===== src/rtl/msu_pkg.sv =====
// Shared types for the MSU data port prefetcher.
// Holds the fetch FSM state encoding and the default prefetch depth.
package msu_pkg;

   localparam int FIFO_DEPTH_DEF = 8;

   typedef enum logic [1:0] {
      IDLE    = 2'd0,
      REQ     = 2'd1,
      DISCARD = 2'd2
   } state_t;

endpackage


===== src/rtl/msu_data_fetch_if.sv =====
// Word read port towards the HPS/SDRAM data path.
// master issues mem_req/mem_addr; slave returns a one-cycle mem_ack with mem_rdata.
interface msu_data_fetch_if;

   logic        mem_req;
   logic [31:0] mem_addr;
   logic        mem_ack;
   logic [15:0] mem_rdata;

   modport master (
      output mem_req,
      output mem_addr,
      input  mem_ack,
      input  mem_rdata
   );

   modport slave (
      input  mem_req,
      input  mem_addr,
      output mem_ack,
      output mem_rdata
   );

endinterface


===== src/rtl/msu_byte_fifo.sv =====
// Byte FIFO accepting one or two bytes per push, one byte per pop, with flush.
// Ports: clk, rst_n, push, two, din[15:0], pop, flush -> count, head.
module msu_byte_fifo
   import msu_pkg::*;
#(
   parameter int DEPTH = FIFO_DEPTH_DEF
) (
   input  logic                     clk,
   input  logic                     rst_n,
   input  logic                     push,
   input  logic                     two,
   input  logic [15:0]              din,
   input  logic                     pop,
   input  logic                     flush,
   output logic [$clog2(DEPTH):0]   count,
   output logic [7:0]               head
);

   localparam int AW = $clog2(DEPTH);
   localparam int CW = AW + 1;

   logic [7:0]    mem [DEPTH];
   logic [AW-1:0] wr_ptr;
   logic [AW-1:0] rd_ptr;
   logic [CW-1:0] n_push;
   logic          do_pop;

   // A pop on an empty FIFO is dropped rather than underflowing.
   assign do_pop = pop && (count != '0);
   assign n_push = !push ? '0 : (two ? CW'(2) : CW'(1));
   assign head   = mem[rd_ptr];

   always_ff @(posedge clk) begin
      if (push && !flush) begin
         mem[wr_ptr] <= din[7:0];
         if (two)
            mem[wr_ptr + AW'(1)] <= din[15:8];
      end
   end

   always_ff @(posedge clk or negedge rst_n) begin
      if (!rst_n) begin
         wr_ptr <= '0;
         rd_ptr <= '0;
         count  <= '0;
      end else if (flush) begin
         wr_ptr <= '0;
         rd_ptr <= '0;
         count  <= '0;
      end else begin
         wr_ptr <= wr_ptr + AW'(n_push);
         if (do_pop)
            rd_ptr <= rd_ptr + AW'(1);
         count <= count + n_push - CW'(do_pop);
      end
   end

endmodule


===== src/rtl/msu_data_fetch.sv =====
// MSU-1 data port prefetcher: streams bytes from word memory into a byte FIFO.
// Ports: CLK, RST_N, seek/seek_addr, data_next -> data_out, data_busy; bus = memory master.
module msu_data_fetch
   import msu_pkg::*;
#(
   parameter int FIFO_DEPTH = FIFO_DEPTH_DEF
) (
   input  logic             CLK,
   input  logic             RST_N,
   input  logic             seek,
   input  logic [31:0]      seek_addr,
   input  logic             data_next,
   output logic [7:0]       data_out,
   output logic             data_busy,
   msu_data_fetch_if.master bus
);

   localparam int CW = $clog2(FIFO_DEPTH) + 1;

   state_t        state;
   logic [31:0]   fetch_addr;
   logic          req_q;
   logic [31:0]   addr_q;
   logic          busy_q;
   logic [7:0]    hold;
   logic [7:0]    head;
   logic [CW-1:0] count;
   logic [CW-1:0] free_n;
   logic          room;
   logic          push;
   logic          pop;
   logic [15:0]   push_din;

   assign bus.mem_req  = req_q;
   assign bus.mem_addr = addr_q;
   assign data_busy    = busy_q;

   // Room for a whole word; a pending pop is not counted as credit.
   assign free_n = CW'(FIFO_DEPTH) - count;
   assign room   = free_n >= CW'(2);

   // A seek in the ack cycle turns the returning word stale.
   assign push = (state == REQ) && bus.mem_ack && !seek;
   assign pop  = data_next && !seek;

   // Odd fetch address: only the high byte of the word is wanted.
   assign push_din = fetch_addr[0] ? {8'h00, bus.mem_rdata[15:8]}
                                   : bus.mem_rdata;

   // Empty FIFO shows the last byte that was presented.
   assign data_out = (count != '0) ? head : hold;

   msu_byte_fifo #(
      .DEPTH (FIFO_DEPTH)
   ) u_fifo (
      .clk   (CLK),
      .rst_n (RST_N),
      .push  (push),
      .two   (!fetch_addr[0]),
      .din   (push_din),
      .pop   (pop),
      .flush (seek),
      .count (count),
      .head  (head)
   );

   always_ff @(posedge CLK or negedge RST_N) begin
      if (!RST_N) begin
         state      <= IDLE;
         req_q      <= 1'b0;
         addr_q     <= '0;
         fetch_addr <= '0;
         busy_q     <= 1'b0;
         hold       <= '0;
      end else begin
         hold <= data_out;

         if (seek)
            busy_q <= 1'b1;
         else if (push)
            busy_q <= 1'b0;

         if (seek)
            fetch_addr <= seek_addr;
         else if (push)
            fetch_addr <= fetch_addr + (fetch_addr[0] ? 32'd1 : 32'd2);

         unique case (state)
            IDLE: begin
               // Issue straight from the seek address to save a cycle.
               if (seek) begin
                  req_q  <= 1'b1;
                  addr_q <= {seek_addr[31:1], 1'b0};
                  state  <= REQ;
               end else if (room) begin
                  req_q  <= 1'b1;
                  addr_q <= {fetch_addr[31:1], 1'b0};
                  state  <= REQ;
               end
            end
            REQ: begin
               if (bus.mem_ack) begin
                  req_q <= 1'b0;
                  state <= IDLE;
               end else if (seek) begin
                  state <= DISCARD;
               end
            end
            DISCARD: begin
               if (bus.mem_ack) begin
                  req_q <= 1'b0;
                  state <= IDLE;
               end
            end
            default: begin
               req_q <= 1'b0;
               state <= IDLE;
            end
         endcase
      end
   end

endmodule


===== src/flat_wrapper.sv =====
// flat-port wrapper written by rule: the top's interface ports become plain ports
module msu_data_fetch_flat import msu_pkg::*;
#(
   parameter int FIFO_DEPTH = FIFO_DEPTH_DEF
)
  (CLK, RST_N, seek, seek_addr, data_next, data_out, data_busy, bus_mem_req, bus_mem_addr, bus_mem_ack, bus_mem_rdata);
  msu_data_fetch_if bus_i ();
  input  logic CLK;
  input  logic RST_N;
  input  logic seek;
  input  logic [31:0] seek_addr;
  input  logic data_next;
  output logic [7:0] data_out;
  output logic data_busy;
  output wire logic [$bits(bus_i.mem_req)-1:0] bus_mem_req;
  output wire logic [$bits(bus_i.mem_addr)-1:0] bus_mem_addr;
  input wire logic [$bits(bus_i.mem_ack)-1:0] bus_mem_ack;
  input wire logic [$bits(bus_i.mem_rdata)-1:0] bus_mem_rdata;
  assign bus_mem_req = bus_i.mem_req;
  assign bus_mem_addr = bus_i.mem_addr;
  assign bus_i.mem_ack = bus_mem_ack;
  assign bus_i.mem_rdata = bus_mem_rdata;
  msu_data_fetch #(.FIFO_DEPTH(FIFO_DEPTH)) u_core (.CLK(CLK), .RST_N(RST_N), .seek(seek), .seek_addr(seek_addr), .data_next(data_next), .data_out(data_out), .data_busy(data_busy), .bus(bus_i));
endmodule

===== config.mk =====
export PLATFORM = sky130hd
export DESIGN_NAME = msu_data_fetch_flat
export DESIGN_NICKNAME = d
export VERILOG_FILES = /design/src/rtl/msu_pkg.sv /design/src/rtl/msu_data_fetch_if.sv /design/src/rtl/msu_byte_fifo.sv /design/src/rtl/msu_data_fetch.sv /design/src/flat_wrapper.sv
export SDC_FILE = /design/constraint.sdc
export NUM_CORES = 1
export LEC_CHECK = 0
export ABC_AREA = 1
export BUFFER_PORTS_ARGS = -buffer_cell sky130_fd_sc_hd__buf_2
export CORE_AREA = 2 2 123 125
export DETAILED_ROUTE_END_ITERATION = 10
export DIE_AREA = 0 0 125 127
export GPL_ROUTABILITY_DRIVEN = 0
export PLACE_DENSITY = 0.87
export SLEW_MARGIN = 25
export SYNTH_ARGS = -nofsm -noshare
export SYNTH_HDL_FRONTEND = slang
export SYNTH_SLANG_ARGS = --single-unit
export TNS_END_PERCENT = 5

===== constraint.sdc =====
create_clock -name CLK -period 2.9 [get_ports CLK]
set_clock_uncertainty 0.1 [all_clocks]
set_input_delay 0.58 -clock CLK [delete_from_list [all_inputs] [get_ports CLK]]
set_output_delay 0.58 -clock CLK [all_outputs]
set_load 0.03 [all_outputs]

==> run metrics, run 1 <==
Rel. slew slack=54.6%; share of post-route cells with drive strength above 1=roughly 15%; FP Rows=44; vias post-DR=7627; Arrival @ worst endpoint=1950 ps; Unique masters post-synth=slightly above 40; clock sinks=roughly 150; Ys Warns=0; Buffers on Ports=93; DR WL/cell=16.2 um; H-tree Lvls=4; leakage=roughly 4.3 nW; die area=~0.016 mm2; Slew Viols, Final=0; CTS Hold Buffers Added=0; fill count=approximately 1.1k; Worst-path clk slew=~60 ps; ys flop type=dfrtp_1; largest net degree at the start of global routing=53; fraction of registers with async set or reset after synthesis=57.0%; number of flops mapped to enable cells by yosys=64; clk buf depth=2; Min Hold Slack=around 66 ps; post-synthesis register bit count=approximately 150; PD cells=924 mW/mm2; GRT Total Usage=between 20 and 30%; Root Buffer=clkbuf_16; # IOs=between 90 and 100; Worst setup SP type=flop; die outline width=~130 um; Crit. End Element=output port; Max Cap Viol=0; Final min period=between 2000 and 3000 ps; status=finished, final reports clean; Iteration-0 DRC Markers=900; post-synthesis cell area=~0.0084 mm2; Die Ht=127 um; routed wire length=21400 um; Total Neg Setup Slack=0 ps; Inserted Clock Buffers=17; core box area=roughly 0.014 mm2; initial core utilization=roughly 58%; area delta synth->final=14.2%; CTS tree=yes; vias per cell=roughly 5.8; WP data required=2220 ps; Post-CTS Setup Repair Bufs=0; Worst VDD drop=~0.49 mV; Seq/Total Area, Yosys=48.4%; Avg Inst Size Synth=a little over 8 um2; worst min path class=input port to async pin; RSZ-0062 raised after global routing=false; fmax=0.380 GHz; first-pass GRT wire length=approximately 35000 um; slowest CP cell=dfrtp_1; Final Cycle Share=between 90% and 100%; total gr overflow=0; worst-path cell chain=buf_4 > o21ai_0 > o211ai_1 > nand3_1 > nand2_1 > buf_2; Crit Path Class=flop to output port; Crit Path Max Fanout=33; initial antenna violation count=0; syn nets=1103; Least-Margin Pin Slew=677 ps; nets=1192; Synth Instances=between 1k and 1.5k; Antenna diodes=0; ANT nets after route=0; final hold vios=0; clock latency on the worst-skew pair=around 440 ps; router iterations before antenna repair=6; max incr delay on CP=approximately 400 ps; Residual DRC=0; Final setup viols=0; DPL Wire Length=~15000 um; vias in the first global route=a little over 7k
through the flow:
step	power, W	cells	util, %	area [um2]	setup WS [ps]
floorplan	0.00563	1034	-	8370	678
global placement	0.00650	1288	62.3	8980	389
detailed placement	0.00661	1288	62.3	8980	325
CTS	0.00882	1320	66.3	9560	208
global route	0.00942	1320	66.3	9560	88.9
finish	0.00884	1320	66.3	9560	270
repair_timing:
action,CTS,global route
resized for setup,1,1
gates cloned,0,0
setup endpoints to repair,8,1
worst max-delay path: cells and delay by family (launching register included):
| kind | cells | cell delay [ps] |
|---|---|---|
| AOI/OAI and AO/OA | 2 | 390 |
| buffers and inverters | 2 | 520 |
| DFF | 1 | 400 |
| and+or+nand+nor | 2 | 210 |
final timing paths:
path | start | end | slack (ps) | cells after the start
max | u_core.u_fifo.rd_ptr[0]$_DFFE_PN0P_ | data_out[7] | 270 | 6
min | RST_N | u_core.bus.mem_addr[13]$_DFFE_PN0P_ | 70 | 1
max reg2reg | u_core.state[1]$_DFFE_PN0P_ | u_core.u_fifo.count[2]$_DFF_PN0_ | 380 | 13
min reg2reg | u_core.hold[5]$_DFF_PN0_ | u_core.hold[5]$_DFF_PN0_ | 380 | 2
max in group asynchronous | RST_N | u_core.fetch_addr[22]$_DFFE_PN0P_ | 2000 | 2
min in group CLK | seek_addr[1] | u_core.fetch_addr[1]$_DFFE_PN0P_ | 340 | 3
flip-flops by register name, indices dropped and copies added, names as in the netlist:
name,cells
u_core.bus.mem_req,1
u_core.state,2
u_core.u_fifo.mem,64
u_core.u_fifo.wr_ptr,3
u_core.u_fifo.rd_ptr,3
u_core.fetch_addr,32
u_core.hold,8
u_core.u_fifo.count,4
u_core.bus.mem_addr,31
u_core.data_busy,1
cell families after synthesis:
group                    share of synthesized area (%)
AO/OA/AOI/OAI                                     13.5
flip-flops                                        48.4
buffers and inverters                             6.19
adder cells (fa/ha/maj)                           2.57
other                                           0.0448
AND/OR/NAND/NOR                                   27.8
multiplexers                                     0.837
XOR/XNOR                                         0.747
cell usage in the layout, fill, tap and decap left out, types with 18 or more instances in the layout:
master,netlist,layout
nand2_1,304,304
nor2_1,137,137
buf_2,14,92
dfrtp_1,85,85
o21ai_0,80,80
o21ai_1,71,71
edfxtp_1,64,64
inv_1,62,62
nand3_1,57,57
a21oi_1,25,25
buf_4,4,20
clkbuf_16,0,18
report_power, final:
group / internal (W) / total, W / switching [W] / leakage (nW)
combinational: 0.00103 / 0.00354 / 0.00250 / 2.39
clock: 0.00127 / 0.00220 / 0.000929 / 0.288
sequential: 0.00275 / 0.00311 / 0.000360 / 1.62
synthesized netlist by cell type, types with 14 or more instances:
master / instances / share of area, %
a21oi_1: 25 / 1.5
clkbuf_1: 16 / 0.72
nand2_1: 304 / 14
inv_1: 62 / 2.8
dfrtp_1: 85 / 25
buf_2: 14 / 0.84
nor2_1: 137 / 6.1
o21ai_1: 71 / 4.2
ha_1: 14 / 2.1
o21ai_0: 80 / 4.8
nand3_1: 57 / 3.4
edfxtp_1: 64 / 23
o211ai_1: 17 / 1.5
layer usage:
metal | vias up | track usage [%] | part of all wire (%)
met5 | - | 0 | 0
met4 | 0 | 10.7 | 2.6
met3 | 69 | 6.70 | 9.7
met2 | 449 | 40.0 | 43
met1 | 3481 | 40.2 | 45
li1 | 3628 | - | -
final cells by class:
cell class | count | area (um2) | share of cell area [%]
Multi-Input combinational cell | 773 | 3810 | 39.8
Clock buffer | 20 | 468 | 4.89
Clock inverter | 12 | 114 | 1.19
Tap cell | 184 | 230 | 2.41
Timing Repair Buffer | 113 | 631 | 6.59
Inverter | 69 | 267 | 2.79
Sequential cell | 149 | 4050 | 42.3
Note: power is estimated with default switching activity, not from simulation.
==> run 2, diff against run 1 <==
--- a/config.mk
+++ b/config.mk
@@ -7,9 +7,9 @@
 export LEC_CHECK = 0
 export ABC_AREA = 1
 export BUFFER_PORTS_ARGS = -buffer_cell sky130_fd_sc_hd__buf_2
-export CORE_AREA = 2 2 123 125
+export CORE_AREA = 2 2 129 119
 export DETAILED_ROUTE_END_ITERATION = 10
-export DIE_AREA = 0 0 125 127
+export DIE_AREA = 0 0 131 121
 export GPL_ROUTABILITY_DRIVEN = 0
 export PLACE_DENSITY = 0.87
 export SLEW_MARGIN = 25
==> run 2 against run 1 <==
Count of clock-buffer cells in the layout is 5 higher; critical path depth shrank 1; register-to-register slack worse by 70 ps; design area rose by 0.42%; critical path type unchanged; largest power group unchanged; highest routed layer unchanged.
==> run metrics, run 2 (synthesized netlist as in run 1, its figures left out) <==
Inserted Clock Buffers=17; initial core utilization=between 50 and 60%; Worst VDD drop=0.669 mV; Min Hold Slack=~14 ps; clk buf depth=2; Buffers on Ports=93; # IOs=95; GRT Total Usage=between 20 and 30%; commonest non-fill, non-tap cell in the layout=nand2_1; Root Buffer=clkbuf_16; Buf/Inv on CP=2; FP Rows=42; PD cells=about 900 mW/mm2; area delta synth->final=14.7%; Worst path depth=5; Antenna diodes=0; Crit Path Max Fanout=10; Worst R2R Setup Slack=between 300 and 400 ps; final hold vios=0; vias per cell=5.70; status=finished, final reports clean; CTS Hold Buffers Added=0; most frequent cells in the layout=304 x nand2_1, 137 x nor2_1, 92 x buf_2; worst min path class=input port to async pin; Crit Path Class=flop to output port; Rel. slew slack=around half; Slew Viols, Final=0; vias post-DR=between 7k and 8k; Post-CTS Setup Repair Bufs=0; Worst setup SP type=flop; Largest Register=u_core.u_fifo.mem; Setup WS pre-CTS=between 300 and 400 ps; Final setup viols=0; Crit. End Element=output port; clock sinks=~150; Least-Margin Pin Slew=738 ps; clock latency on the worst-skew pair=~430 ps; core box area=approximately 0.014 mm2; leakage=4.31 nW; nets=between 1k and 1.5k; RSZ-0062 raised after global routing=false; slowest CP cell=dfrtp_1; FF-to-FF Start=u_core.u_fifo.count[0]$_DFF_PN0_; R2R cell count=11; fmax=roughly 0.37 GHz; Arrival @ worst endpoint=approximately 2100 ps; WP data required=2220 ps; die area=0.0159 mm2; worst-path cell chain=clkinv_1 > o211ai_1 > nand3_1 > nand2_1 > buf_2; routed wire length=approximately 21000 um; r2r endpoint=u_core.u_fifo.count[1]$_DFF_PN0_; Worst-path clk slew=about 60 ps; Total Neg Setup Slack=0 ps; total gr overflow=0; Die Ht=about 120 um; vias in the first global route=6930; final worst-path setup slack=161 ps; Final Cycle Share=between 90% and 100%; share of post-route cells with drive strength above 1=roughly 15%; Critical path destination=data_out[7]; Iteration-0 DRC Markers=around 1000; ANT nets after route=0; H-tree Lvls=4; Total Power=0.00882 W; number of flip-flops in the largest register=64; Residual DRC=0; router iterations before antenna repair=5; CP startpoint=u_core.u_fifo.rd_ptr[2]$_DFFE_PN0P_; Final min period=approximately 2700 ps; largest net degree at the start of global routing=49; CTS tree=yes; initial antenna violation count=0; DR WL/cell=between 15 and 20 um; DPL Wire Length=15200 um; delay-heaviest family, CP=buffers and inverters; Max Cap Viol=0; max incr delay on CP=roughly 520 ps; first-pass GRT wire length=approximately 35000 um; die outline width=131 um
-- run 2: final cells by class --
cell class | instances | area [um2]
clock buffer | 25 | 517
timing repair buffer | 114 | 651
tap | 198 | 248
fill | 1144 | 4850
clock inverter | 7 | 67.6
sequential | 149 | 4050
inverter | 69 | 265
multi-input combinational | 773 | 3810
-- run 2: worst min-delay path by stage --
| stage | endpoint | depth (start not counted) |
|---|---|---|
| after floorplan | u_core.bus.mem_addr[10]$_DFFE_PN0P_ | 0 |
| after global routing | u_core.bus.mem_addr[11]$_DFFE_PN0P_ | 1 |
| after global placement | u_core.bus.mem_addr[11]$_DFFE_PN0P_ | 2 |
| after CTS | u_core.bus.mem_addr[7]$_DFFE_PN0P_ | 1 |
| final | u_core.bus.mem_addr[11]$_DFFE_PN0P_ | 1 |
| after detailed placement | u_core.hold[4]$_DFF_PN0_ | 2 |
-- run 2: per-layer routing --
layer / share of wire [%] / track usage, % / vias to the layer above
met1: 45 / 43.9 / 3451
met4: 2.0 / 9.64 / 0
met5: 0 / 0 / -
met3: 12 / 7.23 / 49
li1: - / - / 3634
met2: 42 / 39.1 / 469
-- run 2: worst register-to-register path: stages, from the launching register on --
cell and delay, ps:
dfrtp_1 350, inv_1 80, ha_1 230, nand2_1 310, nand2_1 180, nor2_1 250, nand2_1 160, nand2_1 90
ha_1 180, fa_1 430, inv_1 70, nor2_1 40
-- run 2: metrics by stage --
stage,cell area [um2],instances,util [%]
global route,9600,1335,66.5
floorplan,8370,1034,-
CTS,9600,1335,66.5
global placement,9020,1303,62.4
detailed placement,9020,1303,62.4
finish,9600,1335,66.5
-- run 2: power by group --
| group | switching [W] | internal, W |
|---|---|---|
| registers | 0.000373 | 0.00275 |
| logic | 0.00248 | 0.00105 |
| clock network | 0.000850 | 0.00132 |
-- run 2: timing repair --
item / in CTS / in global routing
resized for setup: 1 / 1
endpoints found under the setup margin: 8 / 2
pin swaps: 0 / 0
==> run 3, diff against run 2 <==
--- a/config.mk
+++ b/config.mk
@@ -7,13 +7,16 @@
 export LEC_CHECK = 0
 export ABC_AREA = 1
 export BUFFER_PORTS_ARGS = -buffer_cell sky130_fd_sc_hd__buf_2
-export CORE_AREA = 2 2 129 119
+export CELL_PAD_IN_SITES_DETAIL_PLACEMENT = 0
+export CELL_PAD_IN_SITES_GLOBAL_PLACEMENT = 2
+export CORE_AREA = 2 2 176 161
 export DETAILED_ROUTE_END_ITERATION = 10
-export DIE_AREA = 0 0 131 121
+export DIE_AREA = 0 0 178 163
 export GPL_ROUTABILITY_DRIVEN = 0
 export PLACE_DENSITY = 0.87
 export SLEW_MARGIN = 25
 export SYNTH_ARGS = -nofsm -noshare
 export SYNTH_HDL_FRONTEND = slang
+export SYNTH_HIERARCHICAL = 1
 export SYNTH_SLANG_ARGS = --single-unit
 export TNS_END_PERCENT = 5
==> constraint.sdc (replaced) <==
create_clock -name CLK -period 2.9 [get_ports CLK]
set_clock_uncertainty 0.1 [all_clocks]
set_input_delay 0.58 -clock CLK [delete_from_list [all_inputs] [get_ports CLK]]
set_output_delay 0.58 -clock CLK [all_outputs]
set_load 0.1 [all_outputs]
==> run 3 against run 2 <==
Setup slack got worse by 7.4 ps; sequential power fell by 2%; non-clock buffer count rose by 8.
==> run metrics, run 3 <==
routed wire length=around 26000 um; ANT nets after route=0; post-synthesis register bit count=between 100 and 150; top post-synthesis cells by area=dfrtp_1 23%, edfxtp_1 21%, nand2_1 21%; Root Buffer=clkbuf_16; initial core utilization=between 30% and 40%; H-tree Lvls=4; clk buf depth=2; first-pass GRT wire length=42000 um; Arrival @ worst endpoint=slightly above 2000 ps; Synth Instances=1250; Yosys top cell area share=about a quarter; largest net degree at the start of global routing=60; FF-to-FF Start=u_core/state[1]$_DFFE_PN0P_; DR WL/cell=~15 um; Worst setup SP type=flop; r2r endpoint=u_core/u_fifo/mem[2][1]$_DFFE_PP_; Synth area leader=dfrtp_1; number of flops mapped to enable cells by yosys=64; Residual DRC=0; leakage=around 5.4 nW; clock sinks=around 150; status=finished, final reports clean; vias in the first global route=roughly 7.6k; # IOs=95; Avg Inst Size Synth=7.29 um2; worst-path cell chain=inv_1 > ha_1 > nand2_2 > mux2_2 > buf_2; Slew Viols, Final=0; Layout Utilization=a little under 40%; Least-Margin Pin Slew=about 1000 ps; max incr delay on CP=420 ps; Worst-path clk slew=about 70 ps; Die Ht=between 150 and 200 um; ys flop type=dfrtp_1; PD cells=slightly below 1000 mW/mm2; Rel. slew slack=between 30% and 40%; Seq/Total Area, Yosys=between 40% and 50%; slowest CP cell=dfrtp_1; Max Cap Viol=0; router iterations before antenna repair=5; die outline width=approximately 180 um; Crit Path Class=flop to output port; Iteration-0 DRC Markers=around 640; Final setup viols=0; GRT Total Usage=18.8%; fraction of registers with async set or reset after synthesis=a little under three fifths; CTS tree=yes; fmax=~0.36 GHz; Final min period=about 2700 ps; initial antenna violation count=0; post-synthesis cell area=0.00912 mm2; Crit. End Element=output port; vias per cell=4.70; R2R cell count=9; Worst R2R Setup Slack=370 ps; core box area=about 0.027 mm2; nets=roughly 1.4k; vias post-DR=between 8k and 9k; worst min path class=input port to async pin; FP Rows=58; Largest Register=u_core/u_fifo/mem; most frequent cells in the layout=499 x nand2_1, 135 x inv_1, 111 x nand3_1; clock latency on the worst-skew pair=430 ps; Antenna diodes=0; commonest non-fill, non-tap cell in the layout=nand2_1; area delta synth->final=16.5%; Unique masters post-synth=43; Final Cycle Share=a little over nine tenths; share of post-route cells with drive strength above 1=14.9%; Total Neg Setup Slack=0 ps; Worst VDD drop=0.637 mV; Post-synth top cells=500 x nand2_1, 135 x inv_1, 111 x nand3_1; most frequent cell after synthesis=nand2_1; die area=between 0.02 and 0.03 mm2; Crit Path Max Fanout=8; Ys Warns=6; number of flip-flops in the largest register=between 60 and 70; final hold vios=0; Inserted Clock Buffers=17; DPL Wire Length=19100 um; Buffers on Ports=between 90 and 100; total gr overflow=0; syn nets=~1.3k; RSZ-0062 raised after global routing=false; WP data required=2220 ps
[run 3: cell families (layout without fill, tap and decap cells)]
kind of cell    count (synthesis)  count (layout)  synth area share (%)
mux                             9               9                  1.10
fa+ha+maj                      18              18                  2.64
buf+inv                       198             296                  8.87
simple gates                  757             757                  35.7
compound gates                108             108                  6.33
xor+xnor                       10              10                 0.961
other cells                     1               1                0.0411
flops                         149             149                  44.4
[run 3: report_power, final]
group          internal, W  switching, W  total [W]
combinational      0.00105       0.00386    0.00492
clock              0.00135      0.000914    0.00226
sequential         0.00270      0.000345    0.00305
[run 3: cell type report]
class	instances	area, um2
clock buffer	19	433
clock inverter	13	158
fill	2880	16700
inverter	142	539
multi-input combinational	903	4260
sequential	149	4050
tap	360	450
timing repair buffer	122	729
[run 3: what timing repair did]
item | CTS | global route
hold buffers | 0 | 0
resized for setup | 4 | 10
buffers inserted | 0 | 0
endpoints found under the setup margin | 8 | 8
[run 3: worst max-delay path: cells and delay by family (launching register included)]
kind / cells / cell delay, ps
adder cells (fa/ha/maj): 1 / 230
buffers and inverters: 2 / 380
flip-flops: 1 / 420
multiplexers: 1 / 380
AND/OR/NAND/NOR: 1 / 220
[run 3: metal layers]
layer / vias to the layer above / routed length [um] / global-route usage (%)
li1: 4120 / - / -
met1: 3702 / 12700 / 26.2
met2: 176 / 11900 / 30.3
met3: 27 / 1220 / 3.50
met4: 0 / 398 / 4.55
met5: - / 0 / 0
[run 3: metrics by stage]
| step | area (um2) | setup WS (ps) | power (W) | instances | hold slack [ps] |
|---|---|---|---|---|---|
| floorplan | 9120 | 247 | 0.00702 | 1250 | 184 |
| global placement | 9990 | 391 | 0.00792 | 1676 | 354 |
| detailed placement | 9990 | 335 | 0.00797 | 1676 | 358 |
| CTS | 10600 | 1.42 | 0.0103 | 1708 | 34.8 |
| global route | 10600 | 4.12 | 0.0108 | 1708 | 59.3 |
| finish | 10600 | 154 | 0.0102 | 1708 | 30.3 |
[run 3: worst max-delay path by stage]
stage / cells past startpoint / startpoint / slack (ps) / to
floorplan: 7 / seek / 250 / u_core/u_fifo/mem[4][0]$_DFFE_PP_
global placement: 8 / bus_mem_ack / 390 / u_core/u_fifo/mem[2][2]$_DFFE_PP_
detailed placement: 8 / bus_mem_ack / 340 / u_core/u_fifo/mem[6][2]$_DFFE_PP_
CTS: 7 / u_core/u_fifo/rd_ptr[1]$_DFFE_PN0P_ / 1 / data_out[1]
global route: 10 / u_core/u_fifo/rd_ptr[0]$_DFFE_PN0P_ / 4 / data_out[3]
finish: 5 / u_core/u_fifo/count[0]$_DFF_PN0_ / 150 / data_out[4]
